===== src/rtl/load_store_unit.sv =====
// Memory-access stage: issues one load or store on a single-outstanding req/ack bus and returns
// extended load data to the register file, or reports misalignment, bus error or timeout.
module load_store_unit #(
    parameter int unsigned TIMEOUT_CYCLES = 255
) (
    input  logic        clk,
    input  logic        rst,
    input  logic        start,
    output logic        ready,
    input  logic        is_store,
    input  logic [31:0] addr,
    input  logic [31:0] store_data,
    input  logic [1:0]  data_size,
    input  logic        extend_sign,
    input  logic [2:0]  rdest,
    output logic        mem_req,
    output logic        mem_we,
    output logic [31:0] mem_addr,
    output logic [31:0] mem_wdata,
    output logic [3:0]  mem_byte_en,
    input  logic        mem_ack,
    input  logic [31:0] mem_rdata,
    input  logic        mem_err,
    output logic        wb_enable,
    output logic [2:0]  wb_rdest,
    output logic [31:0] wb_data,
    output logic [1:0]  wb_data_size,
    output logic        done,
    output logic        fault,
    output logic [1:0]  fault_cause
);
    localparam int unsigned CntW = (TIMEOUT_CYCLES > 1) ? $clog2(TIMEOUT_CYCLES) : 1;
    localparam logic [CntW-1:0] CntLast = CntW'(TIMEOUT_CYCLES - 1);

    typedef enum logic [1:0] {StIdle, StBus, StFinish, StFault} state_e;

    state_e          state_q, state_d;
    logic            ready_q, ready_d;
    logic            mem_req_q, mem_req_d;
    logic            mem_we_q, mem_we_d;
    logic [31:0]     mem_addr_q, mem_addr_d;
    logic [31:0]     mem_wdata_q, mem_wdata_d;
    logic [3:0]      mem_byte_en_q, mem_byte_en_d;
    logic            wb_enable_q, wb_enable_d;
    logic [2:0]      wb_rdest_q, wb_rdest_d;
    logic [31:0]     wb_data_q, wb_data_d;
    logic            done_q, done_d;
    logic            fault_q, fault_d;
    logic [1:0]      fault_cause_q, fault_cause_d;
    logic [CntW-1:0] cnt_q, cnt_d;
    logic            store_q, store_d;
    logic [1:0]      off_q, off_d;
    logic [1:0]      size_q, size_d;
    logic            sign_q, sign_d;
    logic [2:0]      rdest_q, rdest_d;

    logic        misaligned;
    logic [3:0]  new_byte_en;
    logic [31:0] new_wdata;
    logic [31:0] shifted;
    logic [31:0] load_value;

    assign misaligned = ((data_size == 2'b01) && addr[0]) ||
                        (data_size[1] && (addr[1:0] != 2'b00));

    always_comb begin
        new_byte_en = 4'b1111;
        new_wdata   = store_data;
        case (data_size)
            2'b00: begin
                new_byte_en = 4'b0001 << addr[1:0];
                new_wdata   = {4{store_data[7:0]}};
            end
            2'b01: begin
                new_byte_en = 4'b0011 << addr[1:0];
                new_wdata   = {2{store_data[15:0]}};
            end
            default: ;
        endcase
    end

    // Read data is aligned to the requested byte offset before size masking and extension.
    assign shifted = mem_rdata >> {off_q, 3'b000};

    always_comb begin
        load_value = shifted;
        case (size_q)
            2'b00:   load_value = {{24{sign_q & shifted[7]}}, shifted[7:0]};
            2'b01:   load_value = {{16{sign_q & shifted[15]}}, shifted[15:0]};
            default: ;
        endcase
    end

    always_comb begin
        state_d       = state_q;
        ready_d       = ready_q;
        mem_req_d     = mem_req_q;
        mem_we_d      = mem_we_q;
        mem_addr_d    = mem_addr_q;
        mem_wdata_d   = mem_wdata_q;
        mem_byte_en_d = mem_byte_en_q;
        wb_enable_d   = 1'b0;
        wb_rdest_d    = wb_rdest_q;
        wb_data_d     = wb_data_q;
        done_d        = 1'b0;
        fault_d       = 1'b0;
        fault_cause_d = fault_cause_q;
        cnt_d         = cnt_q;
        store_d       = store_q;
        off_d         = off_q;
        size_d        = size_q;
        sign_d        = sign_q;
        rdest_d       = rdest_q;

        unique case (state_q)
            StIdle: begin
                if (start) begin
                    ready_d       = 1'b0;
                    store_d       = is_store;
                    off_d         = addr[1:0];
                    size_d        = data_size;
                    sign_d        = extend_sign;
                    rdest_d       = rdest;
                    fault_cause_d = 2'b00;
                    if (misaligned) begin
                        fault_d       = 1'b1;
                        fault_cause_d = 2'b01;
                        state_d       = StFault;
                    end else begin
                        mem_req_d     = 1'b1;
                        mem_we_d      = is_store;
                        mem_addr_d    = {addr[31:2], 2'b00};
                        mem_wdata_d   = is_store ? new_wdata : 32'h0;
                        mem_byte_en_d = new_byte_en;
                        cnt_d         = '0;
                        state_d       = StBus;
                    end
                end
            end
            StBus: begin
                if (mem_ack) begin
                    mem_req_d = 1'b0;
                    mem_we_d  = 1'b0;
                    if (mem_err) begin
                        fault_d       = 1'b1;
                        fault_cause_d = 2'b10;
                        state_d       = StFault;
                    end else begin
                        done_d  = 1'b1;
                        state_d = StFinish;
                        if (!store_q) begin
                            wb_enable_d = 1'b1;
                            wb_rdest_d  = rdest_q;
                            wb_data_d   = load_value;
                        end
                    end
                end else if (cnt_q == CntLast) begin
                    mem_req_d     = 1'b0;
                    mem_we_d      = 1'b0;
                    fault_d       = 1'b1;
                    fault_cause_d = 2'b11;
                    state_d       = StFault;
                end else begin
                    cnt_d = cnt_q + CntW'(1);
                end
            end
            StFinish, StFault: begin
                ready_d = 1'b1;
                state_d = StIdle;
            end
            default: begin
                ready_d = 1'b1;
                state_d = StIdle;
            end
        endcase
    end

    always_ff @(posedge clk) begin
        if (rst) begin
            state_q       <= StIdle;
            ready_q       <= 1'b1;
            mem_req_q     <= 1'b0;
            mem_we_q      <= 1'b0;
            mem_addr_q    <= 32'h0;
            mem_wdata_q   <= 32'h0;
            mem_byte_en_q <= 4'h0;
            wb_enable_q   <= 1'b0;
            wb_rdest_q    <= 3'h0;
            wb_data_q     <= 32'h0;
            done_q        <= 1'b0;
            fault_q       <= 1'b0;
            fault_cause_q <= 2'b00;
            cnt_q         <= '0;
            store_q       <= 1'b0;
            off_q         <= 2'b00;
            size_q        <= 2'b00;
            sign_q        <= 1'b0;
            rdest_q       <= 3'h0;
        end else begin
            state_q       <= state_d;
            ready_q       <= ready_d;
            mem_req_q     <= mem_req_d;
            mem_we_q      <= mem_we_d;
            mem_addr_q    <= mem_addr_d;
            mem_wdata_q   <= mem_wdata_d;
            mem_byte_en_q <= mem_byte_en_d;
            wb_enable_q   <= wb_enable_d;
            wb_rdest_q    <= wb_rdest_d;
            wb_data_q     <= wb_data_d;
            done_q        <= done_d;
            fault_q       <= fault_d;
            fault_cause_q <= fault_cause_d;
            cnt_q         <= cnt_d;
            store_q       <= store_d;
            off_q         <= off_d;
            size_q        <= size_d;
            sign_q        <= sign_d;
            rdest_q       <= rdest_d;
        end
    end

    assign ready        = ready_q;
    assign mem_req      = mem_req_q;
    assign mem_we       = mem_we_q;
    assign mem_addr     = mem_addr_q;
    assign mem_wdata    = mem_wdata_q;
    assign mem_byte_en  = mem_byte_en_q;
    assign wb_enable    = wb_enable_q;
    assign wb_rdest     = wb_rdest_q;
    assign wb_data      = wb_data_q;
    assign wb_data_size = 2'b10;
    assign done         = done_q;
    assign fault        = fault_q;
    assign fault_cause  = fault_cause_q;
endmodule


===== config.mk =====
export PLATFORM = sky130hd
export DESIGN_NAME = load_store_unit
export DESIGN_NICKNAME = d
export VERILOG_FILES = /design/src/rtl/load_store_unit.sv
export SDC_FILE = /design/constraint.sdc
export NUM_CORES = 1
export LEC_CHECK = 0
export CORE_MARGIN = 5
export CORE_UTILIZATION = 30
export DETAILED_ROUTE_END_ITERATION = 8
export GPL_TIMING_DRIVEN = 0
export RECOVER_POWER = 100
export SYNTH_ARGS = -nofsm -noshare
export SYNTH_HDL_FRONTEND = slang
export SYNTH_SLANG_ARGS = --single-unit
export TNS_END_PERCENT = 50

===== constraint.sdc =====
create_clock -name clk -period 2.7 [get_ports clk]
set_input_delay 0.54 -clock clk [delete_from_list [all_inputs] [get_ports clk]]
set_output_delay 0.54 -clock clk [all_outputs]
set_load 0.03 [all_outputs]

==> Implementation_results.wiki <==
{| class="wikitable"
! Metric !! Value
|-
| Status || finished clean
|-
| Num CTS Buffers || 17
|-
| Commonest register cell after synthesis || sky130_fd_sc_hd__dfxtp_1
|-
| Pin count of the biggest net entering global routing || 17
|-
| Pwr dens || 609 nW/um2
|-
| Worst Clk Skew || 10.5 ps
|-
| LEAKAGE || 3.31 nW
|-
| Max IR drop VDD || 0.000435 V
|-
| CP Launch Type || input pin
|-
| Clock tree from TritonCTS || yes
|-
| Remaining routing DRC violations || 0
|-
| Detail-routed via count per cell || 4.85
|-
| Worst slew margin relative to its limit || 0.314
|-
| Placement-stage worst setup slack || -129 ps
|-
| Total die area || 21,400 um2
|-
| Wire per inst || 17.4 um
|-
| Number of instances in the synthesized netlist || 675
|-
| Setup Viol. Count Final || 0
|-
| Number of nets in the final layout || between 1,000 and 1,500
|-
| Setup TNS || 0 ps
|-
| Post-CTS setup-driven buffer insertion count || 0
|-
| Via count of the first global-routing pass || 5,625
|-
| Starting DRC count in detailed routing || about 210
|-
| Total wire length || 20,000 um
|-
| Netlist area before placement || 5570 um2
|-
| Wire length of the first global-routing pass || 31,600 um
|-
| DP HPWL || around 15,000 um
|-
| Standard-cell row count || 49
|-
| Yosys warnings || 0
|-
| Number of cells on the worst reg-to-reg path || 6
|-
| Post-layout total power || 5.21 mW
|-
| Classification of the worst setup path || input pin to register
|-
| Level count of the clock H-tree || 4
|-
| Non-filler instance count after layout || 1,149
|-
| Sequential-to-total area share from yosys stat || 0.460
|-
| Number of top-level design ports || 221
|-
| Data required time at the worst endpoint || 3030 ps
|-
| Avg Synthesized Cell Area || 8.26 um2
|-
| Flop and latch count out of synthesis || ~130
|-
| Final worst path period share || 0.907
|-
| Arrival time at the worst endpoint || 2780 ps
|-
| Ant. Diodes || 0
|-
| Starting Density || 0.307
|-
| Reg clk slew, reported paths || 50 ps
|-
| Worst-skew pair later-pin latency || 420 ps
|-
| Maximum operating frequency || 0.408 GHz
|-
| Share of async-settable or async-resettable flops after synthesis || 0
|-
| Final hold violation count || 0
|-
| Routability-driven placement congestion ratio || 0.828
|-
| Number of max-cap violations || 0
|-
| Largest fanout on the critical path || 10
|-
| Critical path endpoint || wb_data[18]$_SDFFE_PP0P_
|-
| Synth-to-Final Area Change || 53.5%
|-
| Start of the worst register-to-register path || state_q[1]$_SDFFE_PP0P_
|-
| Antenna violations before repair || 0
|-
| GRT Util Overall || 0.187
|-
| Clock tree root driver cell || sky130_fd_sc_hd__clkbuf_16
|-
| Post-cts gate resize count || 0
|-
| Number of buffers inserted by hold repair at cts || 0
|-
| Slew at the pin closest to its max-slew limit || 1020 ps
|-
| Final-report max-slew violation count || 0
|-
| Number of routed nets with antenna violations || 0
|-
| Die height || 146 um
|-
| Instance count after placement with tap cells included || 1,120
|-
| Setup slack, reg-to-reg || 320 ps
|-
| Number of flops mapped to enable cells by yosys || 0
|-
| Die X-Extent || 146 um
|-
| Setup repair after global routing missed its margin || false
|-
| Fraction of final layout cells with drive strength greater than 1 || 0.0750
|-
| Number of buffers added on ports || 214
|-
| Overall via count from detail_route || about 5,600
|-
| Std-Cell Core Area || 18,100 um2
|-
| Worst R2R End || wb_data[18]$_SDFFE_PP0P_
|-
| Kind of end point of the critical path || register
|-
| Number of distinct library cells after synthesis || between 40 and 50
|-
| Sum of overflow across all layers after global routing || 0
|-
| Startpoint of the worst setup timing path || mem_ack
|-
| Largest buffer count on any clock path || 2
|-
| Hold slack final || 444 ps
|-
| 1st-pass router iterations || 4
|-
| Worst hold path class || register to register
|-
| Final critical-path setup slack || ~250 ps
|-
| Sink Count || approximately 130
|-
| Clock period minus final worst setup slack || about 2400 ps
|}
## Yosys cell counts, types with 3 or more instances
| library cell | n | area, um2 |
|---|---|---|
| sky130_fd_sc_hd__nand2_1 | 168 | 631 |
| sky130_fd_sc_hd__nor3_1 | 5 | 25.0 |
| sky130_fd_sc_hd__mux2i_1 | 23 | 230 |
| sky130_fd_sc_hd__xor2_1 | 5 | 43.8 |
| sky130_fd_sc_hd__mux2_2 | 17 | 191 |
| sky130_fd_sc_hd__a311oi_1 | 3 | 26.3 |
| sky130_fd_sc_hd__a211oi_1 | 28 | 210 |
| sky130_fd_sc_hd__inv_1 | 6 | 22.5 |
| sky130_fd_sc_hd__nor2_1 | 43 | 161 |
| sky130_fd_sc_hd__nand2b_1 | 6 | 37.5 |
| sky130_fd_sc_hd__buf_2 | 18 | 90.1 |
| sky130_fd_sc_hd__o211ai_1 | 8 | 60.1 |
| sky130_fd_sc_hd__and3_1 | 3 | 18.8 |
| sky130_fd_sc_hd__buf_4 | 4 | 30.0 |
| sky130_fd_sc_hd__dfxtp_1 | 128 | 2560 |
| sky130_fd_sc_hd__a21oi_1 | 86 | 430 |
| sky130_fd_sc_hd__nor2b_1 | 5 | 31.3 |
| sky130_fd_sc_hd__clkbuf_1 | 34 | 128 |
| sky130_fd_sc_hd__nand3_1 | 23 | 115 |
| sky130_fd_sc_hd__o21ai_0 | 5 | 25.0 |
| sky130_fd_sc_hd__o2bb2ai_1 | 7 | 61.3 |
| sky130_fd_sc_hd__nand4_1 | 4 | 25.0 |
| sky130_fd_sc_hd__o2111ai_1 | 15 | 131 |
## critical path, cell delays in order
cell                            delay (ps)
sky130_fd_sc_hd__dlygate4sd3_1         590
sky130_fd_sc_hd__nand2b_1              100
sky130_fd_sc_hd__nor3_1                790
sky130_fd_sc_hd__clkbuf_1              460
sky130_fd_sc_hd__nor2_1                 80
sky130_fd_sc_hd__a211oi_1              210
## logic make-up (layout without fill, tap and decap cells)
logic type	Yosys count	in the layout	synth area share
AND/OR/NAND/NOR	270	270	0.207
adder cells (fa/ha/maj)	3	3	0.00629
other	2	4	0.00135
buffers and inverters	65	308	0.0519
XOR/XNOR	6	6	0.00943
flip-flops	128	128	0.460
multiplexers	41	41	0.0797
AO/OA/AOI/OAI	160	160	0.185
## worst min-delay path by stage
stage	startpoint	end	slack, ps	cells after the start
2_1_floorplan	rdest_q[0]$_SDFFE_PP0P_	wb_rdest[0]$_SDFFE_PP0P_	430	2
3_3_place_gp	mem_wdata[8]$_SDFFE_PP0P_	mem_wdata[8]$_SDFFE_PP0P_	440	2
3_5_place_dp	mem_wdata[12]$_SDFFE_PP0P_	mem_wdata[12]$_SDFFE_PP0P_	440	2
4_1_cts	mem_wdata[25]$_SDFFE_PP0P_	mem_wdata[25]$_SDFFE_PP0P_	450	2
5_1_grt	mem_wdata[20]$_SDFFE_PP0P_	mem_wdata[20]$_SDFFE_PP0P_	470	2
6_report	mem_wdata[25]$_SDFFE_PP0P_	mem_wdata[25]$_SDFFE_PP0P_	440	2
## routing by layer
metal,share of wire,vias to the layer above,global-route usage
li1,-,2804,-
met1,0.43,2545,0.228
met2,0.46,207,0.301
met3,0.099,16,0.0800
met4,0.011,0,0.0550
met5,0,-,0
## report_power, final
part           internal, mW  switching, mW  leakage (nW)
Combinational         0.387          0.532          1.99
Clock                  1.45          0.819         0.282
Sequential             1.98         0.0466          1.04
## layout by cell type (no fill, tap or decap), drive strengths merged, types with 5 or more instances in the layout
cell type	instances
o211ai	8
buf	19
nor2	43
mux2i	23
o21ai	5
nand2b	6
a211oi	28
mux2	17
o2111ai	15
clkdlybuf4s50	102
inv	6
nor3	6
o2bb2ai	7
xor2	5
dfxtp	128
clkinv	5
dlygate4sd3	112
a21oi	86
nand2	168
clkbuf	61
nor2b	5
nand3	23
## state kept, by name, indices dropped and copies added (netlist names), 3 cells and up
register / count
mem_byte_en: 4
cnt_q: 8
mem_wdata: 32
mem_addr: 30
rdest_q: 3
wb_rdest: 3
wb_data: 32
## per-stage QoR
stage                     area (um2)   util
final                           8560  0.471
after global routing            8560  0.471
after global placement          8010  0.441
after detailed placement        8010  0.441
after CTS                       8570  0.472
after floorplan                 5580      -
## area by class of cell
class | count | area, um2
fill | 1795 | 9590
sequential | 128 | 2560
tap | 229 | 287
inverter | 6 | 22.5
timing repair buffer | 214 | 2140
multi-input combinational | 484 | 2710
clock buffer | 21 | 450
clock inverter | 8 | 115
buffer | 59 | 263
Power figures use the tool's default switching activity.
